==> config.mk <==
export PLATFORM = sky130hd
export DESIGN_NAME = ofdm_symbol_framer
export DESIGN_NICKNAME = d
export VERILOG_FILES = /design/src/rtl/ofdm_symbol_framer.sv
export SDC_FILE = /design/constraint.sdc
export NUM_CORES = 1
export LEC_CHECK = 0
export CAP_MARGIN = 20
export CORE_ASPECT_RATIO = 1.1
export CORE_MARGIN = 2
export CORE_UTILIZATION = 30
export DETAILED_ROUTE_END_ITERATION = 16
export HOLD_SLACK_MARGIN = 0.03
export SLEW_MARGIN = 20
export SYNTH_ARGS = -nofsm -noshare
export SYNTH_HDL_FRONTEND = slang
export SYNTH_SLANG_ARGS = --single-unit
==> constraint.sdc <==
create_clock -name clk -period 3.57 [get_ports clk]
set_clock_uncertainty 0.1 [all_clocks]
set_input_delay 0.357 -clock clk [delete_from_list [all_inputs] [get_ports clk]]
set_output_delay 0.357 -clock clk [all_outputs]
set_load 0.1 [all_outputs]
==> src/rtl/ofdm_symbol_framer.sv <==
// ofdm_symbol_framer: strips the cyclic prefix from an aligned OFDM sample stream and frames
// SYMBOL_LEN-sample symbols for the FFT, bounded by the decoded symbol count or MAX_SYMBOLS.
// Ports:
//   clk, resetn            clock, asynchronous active-low reset
//   clear                  synchronous clear, same effect as reset
//   sof                    first sample of the first cyclic prefix (qualified by a beat)
//   i_tdata/i_tlast/i_tvalid/i_tready   input sample stream
//   num_symbols(_valid)    decoded frame length strobe
//   o_tdata/o_tlast/o_eof/o_tvalid/o_tready   output symbol stream
//   symbol_idx             0-based index of the symbol in flight
//   frame_active           high while in CP or BODY
//   truncated              one-cycle pulse after a frame aborts on i_tlast
module ofdm_symbol_framer #(
    parameter int WIDTH             = 32,
    parameter int SYMBOL_LEN        = 64,
    parameter int CYCLIC_PREFIX_LEN = 16,
    parameter int MAX_SYMBOLS       = 255
) (
    input  logic             clk,
    input  logic             resetn,
    input  logic             clear,
    input  logic             sof,
    input  logic [WIDTH-1:0] i_tdata,
    input  logic             i_tlast,
    input  logic             i_tvalid,
    output logic             i_tready,
    input  logic [7:0]       num_symbols,
    input  logic             num_symbols_valid,
    output logic [WIDTH-1:0] o_tdata,
    output logic             o_tlast,
    output logic             o_eof,
    output logic             o_tvalid,
    input  logic             o_tready,
    output logic [7:0]       symbol_idx,
    output logic             frame_active,
    output logic             truncated
);
    localparam int CW = $clog2(SYMBOL_LEN > CYCLIC_PREFIX_LEN ? SYMBOL_LEN : CYCLIC_PREFIX_LEN);

    typedef enum logic [1:0] {IDLE, CP, BODY} state_t;

    state_t        state_q, state_d;
    logic [CW-1:0] samp_cnt_q, samp_cnt_d;
    logic [7:0]    symbol_idx_q, symbol_idx_d, len_q, len_d;
    logic          len_valid_q, len_valid_d, rdy_q, rdy_d, truncated_q, truncated_d;
    logic          in_body, beat, eff_valid, last_sym, sym_end;
    logic [7:0]    eff_len;
    logic [8:0]    next_idx;

    // rdy_q keeps i_tready low for the first cycle after reset/clear; CP is only ever
    // reached after a beat, so rdy_q is already 1 there.
    assign in_body  = state_q == BODY;
    assign i_tready = in_body ? o_tready : rdy_q;
    assign beat     = i_tvalid & i_tready;

    // A strobe arriving on the final body beat already counts for that beat's decision.
    assign eff_valid = num_symbols_valid | len_valid_q;
    assign eff_len   = num_symbols_valid ? num_symbols : len_q;
    assign next_idx  = {1'b0, symbol_idx_q} + 9'd1;
    assign last_sym  = (eff_valid && next_idx >= {1'b0, eff_len}) || next_idx == 9'(MAX_SYMBOLS);
    assign sym_end   = samp_cnt_q == CW'(SYMBOL_LEN - 1);

    assign o_tvalid     = in_body & i_tvalid;
    assign o_tdata      = in_body ? i_tdata : '0;
    assign o_tlast      = in_body & (sym_end | i_tlast);
    assign o_eof        = in_body & ((sym_end & last_sym) | i_tlast);
    assign symbol_idx   = symbol_idx_q;
    assign frame_active = state_q != IDLE;
    assign truncated    = truncated_q;

    always_comb begin
        state_d      = state_q;
        samp_cnt_d   = samp_cnt_q;
        symbol_idx_d = symbol_idx_q;
        len_d        = len_q;
        len_valid_d  = len_valid_q;
        truncated_d  = 1'b0;
        rdy_d        = 1'b1;
        if (state_q != IDLE && num_symbols_valid) begin
            len_d       = num_symbols;
            len_valid_d = 1'b1;
        end
        case (state_q)
            IDLE: if (beat && sof) begin
                // The sof beat is CP sample 0.
                state_d      = CYCLIC_PREFIX_LEN == 1 ? BODY : CP;
                samp_cnt_d   = CYCLIC_PREFIX_LEN == 1 ? '0 : CW'(1);
                symbol_idx_d = '0;
                len_valid_d  = num_symbols_valid;
                len_d        = num_symbols_valid ? num_symbols : len_q;
            end
            CP: if (beat) begin
                if (i_tlast) begin
                    state_d     = IDLE;
                    truncated_d = 1'b1;
                end else if (samp_cnt_q == CW'(CYCLIC_PREFIX_LEN - 1)) begin
                    state_d    = BODY;
                    samp_cnt_d = '0;
                end else begin
                    samp_cnt_d = samp_cnt_q + 1'b1;
                end
            end
            BODY: if (beat) begin
                if (i_tlast) begin
                    state_d     = IDLE;
                    truncated_d = 1'b1;
                end else if (sym_end) begin
                    samp_cnt_d = '0;
                    if (last_sym) begin
                        state_d = IDLE;
                    end else begin
                        state_d      = CP;
                        symbol_idx_d = symbol_idx_q + 8'(symbol_idx_q != 8'(MAX_SYMBOLS - 1));
                    end
                end else begin
                    samp_cnt_d = samp_cnt_q + 1'b1;
                end
            end
            default: state_d = IDLE;
        endcase
        if (clear) begin
            state_d      = IDLE;
            samp_cnt_d   = '0;
            symbol_idx_d = '0;
            len_d        = '0;
            len_valid_d  = 1'b0;
            truncated_d  = 1'b0;
            rdy_d        = 1'b0;
        end
    end

    always_ff @(posedge clk or negedge resetn) begin
        if (!resetn) begin
            state_q      <= IDLE;
            samp_cnt_q   <= '0;
            symbol_idx_q <= '0;
            len_q        <= '0;
            len_valid_q  <= 1'b0;
            truncated_q  <= 1'b0;
            rdy_q        <= 1'b0;
        end else begin
            state_q      <= state_d;
            samp_cnt_q   <= samp_cnt_d;
            symbol_idx_q <= symbol_idx_d;
            len_q        <= len_d;
            len_valid_q  <= len_valid_d;
            truncated_q  <= truncated_d;
            rdy_q        <= rdy_d;
        end
    end
endmodule

==> impl_metrics.py <==
metrics = {
    "job": {
        "cap_violations": 0,
    },
    "final_layout": {
        "nNetsFinal": 427,
        "final_common_cell": "clkdlybuf4s50_1",
        "drive_gt1_frac": 0.186,
        "layout.cells.most_common_list": "clkdlybuf4s50_1 (56), buf_4 (43), and2_1 (33)",
        "area_growth_pct": 46.8,
        "fin_util": 0.460,
        "fin_cells": 446,
        "n_antenna_cell": 0,
    },
    "detailed_routing": {
        "drc": 0,
        "routedWlPerCell_um": 14.6,
        "firstDrtPassIters": 4,
        "wl_met3_um": 243,
        "drt-total-wl_um": 6490,
        "met2_length_um": 3350,
        "drtAntennaViolNets": 0,
        "wl_met1_um": 2840,
        "vias": 2258,
        "viasPerCell": 5.06,
        "top_layer_used": "met4",
        "drt-initial-drc-count": 137,
    },
    "logic_synthesis": {
        "yosys_warnings": 0,
        "synth_ff_type": "dfrtp_1",
        "synth_area_um2": 2220,
        "async_reset_ff_frac": 1.00,
        "ys_seq_area_frac": 0.304,
        "netlist-cell-type-count": 50,
        "synthCells": 267,
        "synth_nets": 332,
        "synth_edf_count": 0,
        "ys_seq_elements": 27,
        "syn_avg_cell_area_um2": 8.31,
    },
    "power_and_ir_drop": {
        "power_per_cell_area_nw_per_um2": 330,
        "ir_worst_vdd_mv": 0.383,
        "p_leak_nw": 1.45,
        "power_mw": 1.08,
    },
    "grt": {
        "grt_pass1_wl_um": 10800,
        "grt_usage": 0.165,
        "grt.overflow.total": 0,
        "grt_pass1_vias": 2224,
        "antenna_found_initial": 0,
        "grt_max_degree": 42,
    },
    "clock_network": {
        "clkTransAtPathRegs_ps": 100,
        "cts_hold_buf": 0,
        "htree_levels": 1,
        "cts_root_buf": "clkbuf_8",
        "cts_made_buffers": 3,
        "cts_buffer_depth": 2,
        "tritoncts": "done",
        "clkSinkCount": 27,
        "clkLatencyLatePin_ps": 280,
    },
    "critical_path": {
        "crit_type": "register to output port",
        "r2r_cells": 12,
        "cp-start-kind": "register",
        "reg2reg_slack_ps": 380,
        "required_ps": 3110,
        "path_max_fanout": 8,
        "cp-startpoint": "symbol_idx[4]",
        "critPathCaptureType": "output port",
        "timing.rr.start": "symbol_idx[4]",
        "critPathArrivalTime_ps": 2900,
    },
    "worst_hold_path": {
        "whs_path_depth": 2,
        "worstHoldPathType": "register to register",
        "min_from": "len_q[0]",
    },
    "die": {
        "rows": 32,
        "ioPinCount": 94,
        "die_area_um2": 8100,
        "core_um2": 7090,
        "fp.dieH_um": 94.2,
        "die_x_um": 86.0,
        "initial_utilization": 0.313,
    },
    "sta": {
        "period_share": 0.941,
        "tns_ps": 0,
        "grt_setup_unrepaired": "no",
        "fmax_mhz": 298,
        "setup_slack_ps": 209,
        "maxSlewViolCount": 0,
        "relSlewSlack": 0.339,
        "tightest_slew_ps": 988,
        "finalSetupViolations": 0,
        "post-route-min-period_ps": 3360,
        "timing_hold_violations_final": 0,
    },
    "placed_design": {
        "hpwl_um": 5230,
        "gp_congestion": 0.850,
        "numPortBuffers": 93,
        "place_inst": 440,
        "dp_slack_ps": 183,
    },
    "outcome": {
        "status": "finished clean",
    },
}
state kept, by name (all words and copies together), names as in the netlist:
register     cells
len_q            8
symbol_idx       8
samp_cnt_q       6
state_q          2
len_valid_q      1
rdy_q            1
truncated        1
worst max-delay path, cell delays in order (launching register included):
cell and delay (ps):
dfrtp_2 460, and3_1 220, and4_2 250, nand2_1 70, xnor2_1 130, ha_1 310
nand3_1 100, nor3_1 60, a21o_1 180, a311o_2 430, and2_2 240, buf_12 160
repair_timing:
item,CTS,global route
gates resized for setup,1,1
endpoints found under the setup margin,1,1
pin swaps,0,1
setup buffers,0,2
hold endpoints to repair,0,0
cell usage after synthesis (2+ instances only):
master | instances | area (µm²)
o21a_1 | 2 | 15.0
o211ai_1 | 4 | 30.0
nand2_1 | 31 | 116
nor3b_1 | 2 | 15.0
inv_1 | 10 | 37.5
mux2i_1 | 12 | 120
or2_2 | 2 | 12.5
nand4_1 | 5 | 31.3
nand3_1 | 18 | 90.1
and3_1 | 4 | 25.0
clkbuf_1 | 8 | 30.0
and2_1 | 33 | 206
a21oi_1 | 13 | 65.1
nor2_1 | 15 | 56.3
ha_1 | 17 | 213
mux2_2 | 2 | 22.5
a22o_1 | 3 | 26.3
o21ai_0 | 13 | 65.1
a31oi_1 | 3 | 18.8
nor2b_1 | 3 | 18.8
nand2b_1 | 4 | 25.0
nor3_1 | 3 | 15.0
a21o_1 | 2 | 15.0
a21boi_0 | 2 | 15.0
dfrtp_1 | 27 | 676
xnor2_1 | 5 | 43.8
metal layers:
layer | vias to the layer above | GRT usage
met4 | 0 | 0.0278
met1 | 1053 | 0.208
met3 | 9 | 0.0228
li1 | 1142 | -
met5 | - | 0
met2 | 54 | 0.299
per-stage QoR:
step           instance area [µm²]  hold slack [ps]
2_1_floorplan                 2230            -38.6
3_3_place_gp                  3190              410
3_5_place_dp                  3190              425
4_1_cts                       3240              440
5_1_grt                       3260              458
6_report                      3260              432
cell type report:
class	instances	area (µm²)
Clock buffer	3	41.3
Multi-Input combinational cell	219	1460
Fill cell	698	3830
Inverter	10	37.5
Sequential cell	27	684
Clock inverter	1	5.00
Tap cell	85	106
Timing Repair Buffer	101	923
path summary, 6_finish.rpt:
check	endpoint
max	o_eof
min	len_q[0]
max reg2reg	symbol_idx[0]
min reg2reg	len_q[0]
max in group asynchronous	len_q[3]
min in group asynchronous	samp_cnt_q[0]
power breakdown:
part	leakage, nW	total, mW	switching (mW)	internal (mW)
Sequential	0.360	0.349	0.0187	0.330
Combinational	1.06	0.541	0.354	0.187
Clock	0.0255	0.185	0.107	0.0786
cell families (layout without fill, tap and decap cells):
family / Yosys count / count (layout) / synth area share
xor+xnor: 5 / 5 / 0.0197
mux: 14 / 14 / 0.0643
simple gates: 127 / 127 / 0.302
fa+ha+maj: 17 / 17 / 0.0958
flops: 27 / 27 / 0.304
compound gates: 56 / 56 / 0.174
buf+inv: 21 / 115 / 0.0395
(Power assumes the default switching activity.)
